File: config.mk
export PLATFORM = sky130hd
export DESIGN_NAME = pipe_hazard_ctrl
export DESIGN_NICKNAME = d
export VERILOG_FILES = /design/src/rtl/pipe_hazard_ctrl_pkg.sv /design/src/rtl/pipe_hazard_ctrl_stall_watchdog.sv /design/src/rtl/pipe_hazard_ctrl.sv
export SDC_FILE = /design/constraint.sdc
export NUM_CORES = 1
export LEC_CHECK = 0
export ABC_CLOCK_PERIOD_IN_PS = 1420
export CAP_MARGIN = 20
export CORE_MARGIN = 5
export CORE_UTILIZATION = 40
export DETAILED_ROUTE_END_ITERATION = 12
export PLACE_DENSITY = 0.76
export SLEW_MARGIN = 25
export SYNTH_ARGS = -nofsm -noshare
export SYNTH_HDL_FRONTEND = slang
export SYNTH_SLANG_ARGS = --single-unit
File: constraint.sdc
create_clock -name clk -period 1.42 [get_ports clk]
set_clock_uncertainty 0.1 [all_clocks]
set_input_delay 0.213 -clock clk [delete_from_list [all_inputs] [get_ports clk]]
set_output_delay 0.213 -clock clk [all_outputs]
set_load 0.05 [all_outputs]
File: src/rtl/pipe_hazard_ctrl_pkg.sv
// Shared constants for the pipeline stall/flush sequencer: stage indices,
// FSM state encoding and the stall vector patterns driven onto the pipeline.
package pipe_hazard_ctrl_pkg;

  localparam int unsigned STG_IF  = 0;
  localparam int unsigned STG_ID  = 1;
  localparam int unsigned STG_EX  = 2;
  localparam int unsigned STG_MEM = 3;
  localparam int unsigned STG_WB  = 4;
  localparam int unsigned STALL_W = 5;

  typedef enum logic [1:0] {
    RUN   = 2'd0,
    DRAIN = 2'd1,
    FLUSH = 2'd2
  } hz_state_e;

  // Each pattern stalls the named stage and everything upstream of it.
  localparam logic [STALL_W-1:0] STALL_NONE   = 5'b00000;
  localparam logic [STALL_W-1:0] STALL_TO_IF  = 5'b00001;
  localparam logic [STALL_W-1:0] STALL_TO_ID  = 5'b00011;
  localparam logic [STALL_W-1:0] STALL_TO_EX  = 5'b00111;
  localparam logic [STALL_W-1:0] STALL_TO_MEM = 5'b01111;
  localparam logic [STALL_W-1:0] STALL_ALL    = 5'b11111;

endpackage

File: src/rtl/pipe_hazard_ctrl_stall_watchdog.sv
// Saturating consecutive-stall counter; raises a sticky error flag once the
// pipeline has been held for STALL_TIMEOUT cycles in a row.
module stall_watchdog #(
  parameter int unsigned STALL_TIMEOUT = 1024,
  parameter int unsigned WDT_W         = 11
) (
  input  logic clk,
  input  logic rst,
  input  logic stalled,
  output logic stall_timeout
);

  localparam logic [WDT_W-1:0] LIMIT = WDT_W'(STALL_TIMEOUT);

  logic [WDT_W-1:0] cnt_q, cnt_d;
  logic             timeout_q, timeout_d;

  always_comb begin
    cnt_d     = cnt_q;
    timeout_d = timeout_q | (cnt_q == LIMIT);
    if (!stalled) begin
      cnt_d = '0;
    end else if (cnt_q != LIMIT) begin
      cnt_d = cnt_q + 1'b1;
    end
  end

  always_ff @(posedge clk) begin
    if (rst) begin
      cnt_q     <= '0;
      timeout_q <= 1'b0;
    end else begin
      cnt_q     <= cnt_d;
      timeout_q <= timeout_d;
    end
  end

  assign stall_timeout = timeout_q;

endmodule

File: src/rtl/pipe_hazard_ctrl.sv
// Central stall/flush sequencer for the 5-stage pipeline. Define
// PIPE_PERF_CNT_EN to build the stall-cycle and flush performance counters.
module pipe_hazard_ctrl
  import pipe_hazard_ctrl_pkg::*;
#(
  parameter int unsigned STALL_TIMEOUT = 1024,
  parameter int unsigned WDT_W         = 11,
  parameter int unsigned ADDR_W        = 32
) (
  input  logic               clk,
  input  logic               rst,
  input  logic               if_stall_req,
  input  logic               id_stall_req,
  input  logic               ex_stall_req,
  input  logic               mem_stall_req,
  input  logic               flush_req,
  input  logic [ADDR_W-1:0]  flush_target,
  input  logic               if_bus_busy,
  input  logic               mem_bus_busy,
  output logic [STALL_W-1:0] stall,
  output logic               flush,
  output logic [ADDR_W-1:0]  flush_pc,
  output logic               stall_timeout,
  output logic [31:0]        perf_stall_cycles,
  output logic [15:0]        perf_flush_count
);

  hz_state_e         state_q, state_d;
  logic [ADDR_W-1:0] target_q, target_d;
  logic              flush_q, flush_d;
  logic [ADDR_W-1:0] flush_pc_q, flush_pc_d;
  logic              bus_busy;

  assign bus_busy = if_bus_busy | mem_bus_busy;

  always_comb begin
    state_d    = state_q;
    target_d   = target_q;
    flush_pc_d = flush_pc_q;
    stall      = STALL_NONE;
    unique case (state_q)
      RUN: begin
        if (flush_req) begin
          // Hold IF..MEM so the excepting instruction bubbles out of WB.
          stall    = STALL_TO_MEM;
          target_d = flush_target;
          state_d  = bus_busy ? DRAIN : FLUSH;
        end else if (mem_stall_req) begin
          stall = STALL_TO_MEM;
        end else if (ex_stall_req) begin
          stall = STALL_TO_EX;
        end else if (id_stall_req) begin
          stall = STALL_TO_ID;
        end else if (if_stall_req) begin
          stall = STALL_TO_IF;
        end
      end
      DRAIN: begin
        stall = STALL_ALL;
        if (!bus_busy) state_d = FLUSH;
      end
      FLUSH:   state_d = RUN;
      default: state_d = RUN;
    endcase
    flush_d = (state_d == FLUSH);
    if (state_d == FLUSH) flush_pc_d = target_d;
  end

  always_ff @(posedge clk) begin
    if (rst) begin
      state_q    <= RUN;
      target_q   <= '0;
      flush_q    <= 1'b0;
      flush_pc_q <= '0;
    end else begin
      state_q    <= state_d;
      target_q   <= target_d;
      flush_q    <= flush_d;
      flush_pc_q <= flush_pc_d;
    end
  end

  assign flush    = flush_q;
  assign flush_pc = flush_pc_q;

  stall_watchdog #(
    .STALL_TIMEOUT(STALL_TIMEOUT),
    .WDT_W        (WDT_W)
  ) u_watchdog (
    .clk          (clk),
    .rst          (rst),
    .stalled      (stall != STALL_NONE),
    .stall_timeout(stall_timeout)
  );

`ifdef PIPE_PERF_CNT_EN
  logic [31:0] perf_stall_q, perf_stall_d;
  logic [15:0] perf_flush_q, perf_flush_d;

  always_comb begin
    perf_stall_d = perf_stall_q + ((stall != STALL_NONE) ? 32'd1 : 32'd0);
    perf_flush_d = perf_flush_q + (flush_q ? 16'd1 : 16'd0);
  end

  always_ff @(posedge clk) begin
    if (rst) begin
      perf_stall_q <= '0;
      perf_flush_q <= '0;
    end else begin
      perf_stall_q <= perf_stall_d;
      perf_flush_q <= perf_flush_d;
    end
  end

  assign perf_stall_cycles = perf_stall_q;
  assign perf_flush_count  = perf_flush_q;
`else
  assign perf_stall_cycles = '0;
  assign perf_flush_count  = '0;
`endif

endmodule

Word-level counts from Yosys, hierarchy flattened:

Cells that the tools add are included.

* output and inout bits: 87
* logic and storage cells: 29
* input bits: 41
* register bits: 79

* add/subtract/negate cells: 1
* muxes and demuxes: 12
* reductions and logical operators: 3
* bitwise operators: 3
* eq/ne operators: 4

Operators with widths (number)
* two-way mux 32 bit: 2
* adder 11 x 1 -> 11 bit (second input constant): 1
* equality test 11 bit (second input constant): 1
* inequality test 11 bit (second input constant): 1
* case mux 5 bit (2 select lines): 1
* two-way mux 2 bit: 4
* two-way mux 4 bit: 2
* nonzero test 5 bit: 1
* case mux 2 bit (2 select lines): 1
* two-way mux 3 bit: 1
* equality test 2 x 1 -> 1 bit (second input constant): 1
* equality test 2 bit (second input constant): 1
* logical NOT 2 bit: 1
* bitwise OR 1 bit: 2
* OR reduction 2 bit: 1
* two-way mux 1 bit: 1
* inverter 1 bit: 1

Longest topological paths before layout:

Gate-level depths: netlist of run 1.

* word-level depth: 9
* depth in mapped cells: 6
* mapped depth without buffers: 5

Cells and area by module:

From an unflattened synthesis of run 1, not the netlist that was laid out.

* cells, all modules: 392
* area total of the unflattened synthesis: 3616.0 µm²

Modules (own cells, without submodules)
* pipe_hazard_ctrl: instances 1, sequential area each 1341.3 µm², area an instance 3034.2 µm², cells each 327
* stall_watchdog: instances 1, sequential area each 240.2 µm², area an instance 581.8 µm², cells each 65

Worst setup path before layout of run 1:

No wires, ideal clock.

* path type: reg-to-output
* from: register state_q[0]
* to: output stall[0]
* stages on the path, launching flop included: 6
* buffers on the path: 2
* arrival time: 1.728 ns
* data required time: 1.107 ns
* setup slack: -0.621 ns
* cells stage by stage: dfxtp_1 -> or2_0 -> buf_6 -> clkbuf_1 -> nor2_1 -> a21oi_1

* longest elaborated chain between the ends: 2

Ends and longest elaborated chain
* from (decl): RTL line pipe_hazard_ctrl.sv:28 `hz_state_e state_q, state_d;`
* from (signal assigned): RTL line pipe_hazard_ctrl.sv:76 `state_q <= state_d;`
* equality test 2 x 1 -> 1 bit / logical NOT 2 bit (equally long branches): RTL line pipe_hazard_ctrl.sv:41 `unique case (state_q)`
* case mux 5 bit (2 select lines) *: RTL line pipe_hazard_ctrl.sv:41
* to (decl): RTL line pipe_hazard_ctrl.sv:20 `output logic [STALL_W-1:0] stall,`

Every way passes the cells marked *; elsewhere a longest branch is shown, timed or not.

Final worst setup path of run 1:

* from: register state_q[0]
* to: output stall[1]

The elaborated chain is that of the path after synthesis.

==> results.cfg, run 1 <==
[run_status]
outcome = finished, violations left
violations = negative setup slack

[synth]
syn_inst = 351
syn_area_per_cell_um2 = 10.12
ys_ff_latch = 79
yosysWarnings = 0
synth_edf_count = 0
seq_area_frac_synth = 0.4452
ys.flop_type = dfxtp_1
ys_types = 37
synthArstFlopShare = 0
synth_area_um2 = 3552

[die]
ios = 128
die_height_um = 104.2
die_x_um = 104.2
start_util = 0.4093
core_area_um2 = 8678
fp.dieArea_um2 = 10860
num_rows = 34

[placed_design]
pre_cts_ws_ns = -0.4439
hpwlAfterDp_mm = 6.084
port_buffers = 79
gp_congestion = 0.7566

[clock_tree]
cts_num_sinks = 79
tritoncts = yes
clock_path_buffers = 2
root_buffer = clkbuf_8
clock_latency_ns = 0.34
cts_hold_buf = 0
h-tree-depth = 3
cts_inserted_buffers = 9
clk_pin_slew_ns = 0.08

[worst_setup_path]
crit_path_top_delay_cell = dfxtp_4
crit_chain = or2_4 > nor2_4 > a21oi_4 > buf_12
startpoint_type = flop
end_kind = output port
critPathRequiredTime_ns = 1.11
arrival_ns = 1.38
critPathMaxStageDelay_ns = 0.35
cp_max_fo = 4
critPathKind = flop to output port

[grt]
antenna_found_initial = 0
gr-total-overflow = 0
grt_pass1_wl_mm = 15.54
grtUsageTotal = 0.1761
grt_max_degree = 45
first_global_vias = 3039

[route]
drt_iter0_drc = 73
wl_per_cell_um = 17.30
post_drt_via_cell_ratio = 5.004
drt_wl_total_mm = 9.791
drc = 0
final_antenna_net_count = 0
vias = 2832
drt-pass1-iter-count = 4

[final_layout]
area_growth_pct = 64.04
drive_above_1_share = 0.4389
n_fill_cell = 596
diodes = 0
final_nets = 497
seqCellArea_um2 = 1608
postLayoutCoreUtil = 0.6714
multi_input_comb_area_um2 = 2180

[sta]
hold_viol = 0
fin_ws_ns = -0.2720
fmax_mhz = 591.0
fin_tns_setup_ns = -14.07
rsz0062_at_grt = true
slew_viol_final = 0
setup_viol = 72
finalCritPeriodShare = 1.192
layout_min_cycle_time_ns = 1.692

[pwr]
p_leak_nw = 2.149
fin_total_pwr_mw = 6.335
power_density_nw_per_um2 = 1087
vdd_drop_max_mv = 0.6130

[job]
maxCapViolCount = 0

[worst_hold_path]
hold_class = primary input to flop
timing repair:
action,CTS,global route
pin swaps,31,20
setup buffers,7,1
endpoints found under the hold margin,0,0
setup endpoints to repair,83,83
cloned,4,1
resized for setup,93,35
final timing paths:
check                       startpoint                    to  slack (ns)  cells after the start
hold reg to reg   u_watchdog.cnt_q[10]  u_watchdog.cnt_q[10]        0.42                      2
setup / recovery            state_q[0]              stall[1]       -0.27                      4
hold / removal                     rst            state_q[0]        0.12                      3
setup reg to reg            state_q[0]           flush_pc[0]       -0.25                      6
sequential cells by signal, summed over array words and instances (netlist names):
signal / flops
flush_pc: 32
target_q: 32
state_q: 2
flush: 1
u_watchdog.stall_timeout: 1
u_watchdog.cnt_q: 11
worst max-delay path, delay by kind of cell, from the launching register on:
kind                   cells  cell delay [ns]
and+or+nand+nor            2             0.45
DFF                        1             0.35
buffers and inverters      1             0.15
AOI/OAI and AO/OA          1             0.09
routing by layer:
metal	GRT usage	up-vias	wire length, µm
li1	-	1339	-
met1	0.1985	1380	3808
met2	0.3142	99	5192
met3	0.05276	14	655
met4	0.06013	0	135
met5	0	-	0
metrics by stage:
| stage | area, µm² | std cells | hold WS, ns |
|---|---|---|---|
| 2_1_floorplan | 3792 | 398 | 0.2508 |
| 3_3_place_gp | 4830 | 541 | 0.3642 |
| 3_5_place_dp | 4830 | 541 | 0.3901 |
| 4_1_cts | 5709 | 566 | 0.1311 |
| 5_1_grt | 5827 | 566 | 0.1160 |
| 6_report | 5827 | 566 | 0.1213 |
area by class of cell:
type                            count  area share
Timing Repair Buffer              118      0.2800
Inverter                            6    0.004724
Sequential cell                    79      0.2759
Tap cell                          108     0.02319
Multi-Input combinational cell    240      0.3741
Clock inverter                      3     0.01546
Clock buffer                       12     0.02663
synthesized netlist by cell type (3+ instances only):
| master | instances | area, µm² |
|---|---|---|
| dfxtp_1 | 79 | 1582 |
| buf_4 | 49 | 367.9 |
| a21oi_1 | 43 | 215.2 |
| nor2_1 | 41 | 153.9 |
| mux2i_1 | 32 | 320.3 |
| a211oi_2 | 28 | 350.3 |
| clkbuf_1 | 13 | 48.80 |
| buf_6 | 6 | 67.56 |
| inv_1 | 6 | 22.52 |
| a211oi_1 | 4 | 30.03 |
| nand4_1 | 4 | 25.02 |
| o21ai_0 | 4 | 20.02 |
| or3_1 | 4 | 25.02 |
| buf_8 | 3 | 45.04 |
| nand3_1 | 3 | 15.01 |
| nor2b_1 | 3 | 18.77 |
| or4_1 | 3 | 22.52 |
report_power, final:
group	internal [mW]	total (mW)	switching, mW
Sequential	2.34	2.47	0.133
Clock	1.26	2.03	0.775
Combinational	0.808	1.83	1.02
kinds of logic after synthesis:
kind of cell / share of synthesized area
flip-flops: 0.4452
AND/OR/NAND/NOR: 0.1025
multiplexers: 0.09017
adder cells (fa/ha/maj): 0.007044
buffers and inverters: 0.1578
other: 0.001056
XOR/XNOR: 0.004932
AO/OA/AOI/OAI: 0.1913
cells in the final DEF, fill, tap and decap left out, types with 4 or more instances in the layout:
master / count
a211oi_2: 31
buf_6: 4
a21oi_2: 5
buf_12: 45
dfxtp_1: 70
o21ai_0: 4
conb_1: 48
clkdlybuf4s50_1: 36
clkbuf_8: 11
inv_1: 4
a21oi_1: 36
mux2i_4: 32
dfxtp_4: 6
buf_4: 25
nand4_1: 4
nor2_1: 35
(Power assumes the default switching activity.)
==> run 2: changes to the inputs <==
ABC_AREA = 1   (was not set)
CORE_UTILIZATION = 41   (was 40)
==> results.cfg, run 2 <==
[placed_design]
hpwlAfterDp_mm = 6.271
gp_congestion = 0.8740
port_buffers = 79

[synth]
synth_top_area_share = 0.4223
synth.most_common_cell = nand2_1
ys_types = 26
synth_adder_area_share = 0.006682
synth_xor_area_frac = 0.01403
synth_edf_count = 0
synthArstFlopShare = 0
synth_area_leader_cell = dfxtp_1
muxShareOfSynthArea = 0
seq_area_frac_synth = 0.4223
ys.flop_type = dfxtp_1
synth_area_um2 = 3745
synth-simple-area-share = 0.2078
synthTopCellsByCount = 118 x nand2_1, 79 x dfxtp_1, 78 x inv_1
synth_compound_area_frac = 0.1313
syn_area_per_cell_um2 = 7.460
yosysWarnings = 0
synth_area_leaders = dfxtp_1 42%, nand2_1 12%, buf_4 9.8%
syn_inst = 502
synth_top_family_by_area = buffers and inverters
ys_ff_latch = 79

[worst_setup_path]
critPathRequiredTime_ns = 1.11
r2r-end = u_watchdog.cnt_q[1]
r2r_slack_ns = 0.05
cp_max_fo = 2
startpoint_type = flop
arrival_ns = 1.30
critPathKind = flop to output port
crit_chain = nor2_4 > buf_4 > buf_6 > a21oi_4 > buf_12
r2r-start = state_q[0]
cp-startpoint = state_q[0]
end_kind = output port
crit_path_top_delay_cell = dfxtp_2
critPathMaxStageDelay_ns = 0.36
worstRegToRegCells = 8

[clock_tree]
tritoncts = yes
clock_latency_ns = 0.35
cts_hold_buf = 0
root_buffer = clkbuf_8
cts_num_sinks = 79
clock_path_buffers = 2
cts_inserted_buffers = 9
clk_pin_slew_ns = 0.08
h-tree-depth = 3

[grt]
grtUsageTotal = 0.1599
grt_max_degree = 33
gr-total-overflow = 0
first_global_vias = 3069
antenna_found_initial = 0
grt_pass1_wl_mm = 14.54

[route]
final_antenna_net_count = 0
drt-pass1-iter-count = 4
drt_wl_total_mm = 8.735
vias = 3153
wl_per_cell_um = 12.34
drc = 0
post_drt_via_cell_ratio = 4.453
drt_iter0_drc = 88

[sta]
hold_slack_ns = 0.3889
finalCritPeriodShare = 1.135
slew_viol_final = 0
setup_viol = 5
rsz0062_at_grt = true
fin_ws_ns = -0.1916
hold_viol = 0
fmax_mhz = 620.5
layout_min_cycle_time_ns = 1.612

[worst_hold_path]
hold_depth = 2
holdCritStartpoint = u_watchdog.stall_timeout
min_to = u_watchdog.stall_timeout
hold_class = flop to flop

[final_layout]
drive_above_1_share = 0.2350
final_nets = 638
mostFrequentLayoutCells = 118 x nand2_1, 76 x inv_1, 75 x dfxtp_1, 53 x nor2_1, 48 x conb_1
postLayoutCoreUtil = 0.5969
diodes = 0
layout_commonest_cell = nand2_1
area_growth_pct = 40.36

[die]
core_area_um2 = 8806
ios = 128
num_rows = 34
die_x_um = 105.6
die_height_um = 105.6
fp.dieArea_um2 = 11150
start_util = 0.4253

[pwr]
power_density_nw_per_um2 = 1093
p_leak_nw = 2.423
fin_total_pwr_mw = 5.743
vdd_drop_max_mv = 0.6307

[job]
maxCapViolCount = 0

[run_status]
outcome = finished, violations left
violations = negative setup slack
[run 2: routing by layer]
metal  part of all wire  up-vias  global-route usage
met5                  0        -                   0
met4              0.012        0             0.04810
met3              0.072        8             0.05012
met2               0.48      120              0.2673
met1               0.44     1428              0.1979
li1                   -     1597                   -
[run 2: where the power goes]
group          total (mW)  internal [mW]  switching [mW]
logic                1.61          0.617           0.989
clock network        1.67          0.822           0.848
registers            2.47           2.37          0.0999
total                5.74           3.81            1.94
[run 2: critical path: cells and delay by family, from the launching register on]
family,cells,cell delay [ns]
flip-flops,1,0.36
AO/OA/AOI/OAI,1,0.16
AND/OR/NAND/NOR,1,0.04
buffers and inverters,3,0.39
[run 2: cell type report]
cell class / count / area [µm²]
Multi-Input combinational cell: 322 / 1610
Tap cell: 108 / 135.1
Clock inverter: 6 / 67.56
Inverter: 80 / 300.3
Fill cell: 751 / 3550
Clock buffer: 10 / 127.6
Sequential cell: 79 / 1587
Timing Repair Buffer: 103 / 1429
[run 2: cell families (layout without fill, tap and decap cells)]
kind of cell / after synthesis / count (layout)
other: 1 / 48
AO/OA/AOI/OAI: 73 / 73
XOR/XNOR: 6 / 6
AND/OR/NAND/NOR: 193 / 193
buffers and inverters: 148 / 199
flip-flops: 79 / 79
adder cells (fa/ha/maj): 2 / 2
[run 2: repair_timing]
| action | 4_1_cts | 5_1_grt |
|---|---|---|
| endpoints found under the setup margin | 5 | 11 |
| setup buffers | 1 | 3 |
| gates resized for setup | 14 | 18 |
| pin swaps | 1 | 2 |
| gates cloned | 0 | 0 |
[run 2: through the flow]
stage / setup slack (ns) / instance area [µm²] / instances / TNS [ns]
finish: -0.1916 / 5256 / 708 / -0.7176
detailed placement: -0.3088 / 4930 / 688 / -14.90
global route: -0.2599 / 5256 / 708 / -1.271
global placement: -0.2665 / 4930 / 688 / -12.82
floorplan: -0.1594 / 3925 / 549 / -0.2888
CTS: -0.1950 / 5180 / 705 / -0.6519
[run 2: how the worst max path moves through the flow]
| stage | to | slack (ns) | cells past startpoint |
|---|---|---|---|
| detailed placement | stall[1] | -0.31 | 7 |
| finish | stall[3] | -0.19 | 5 |
| global route | stall[0] | -0.26 | 6 |
| CTS | stall[0] | -0.20 | 6 |
| floorplan | stall[1] | -0.16 | 4 |
| global placement | stall[1] | -0.27 | 7 |
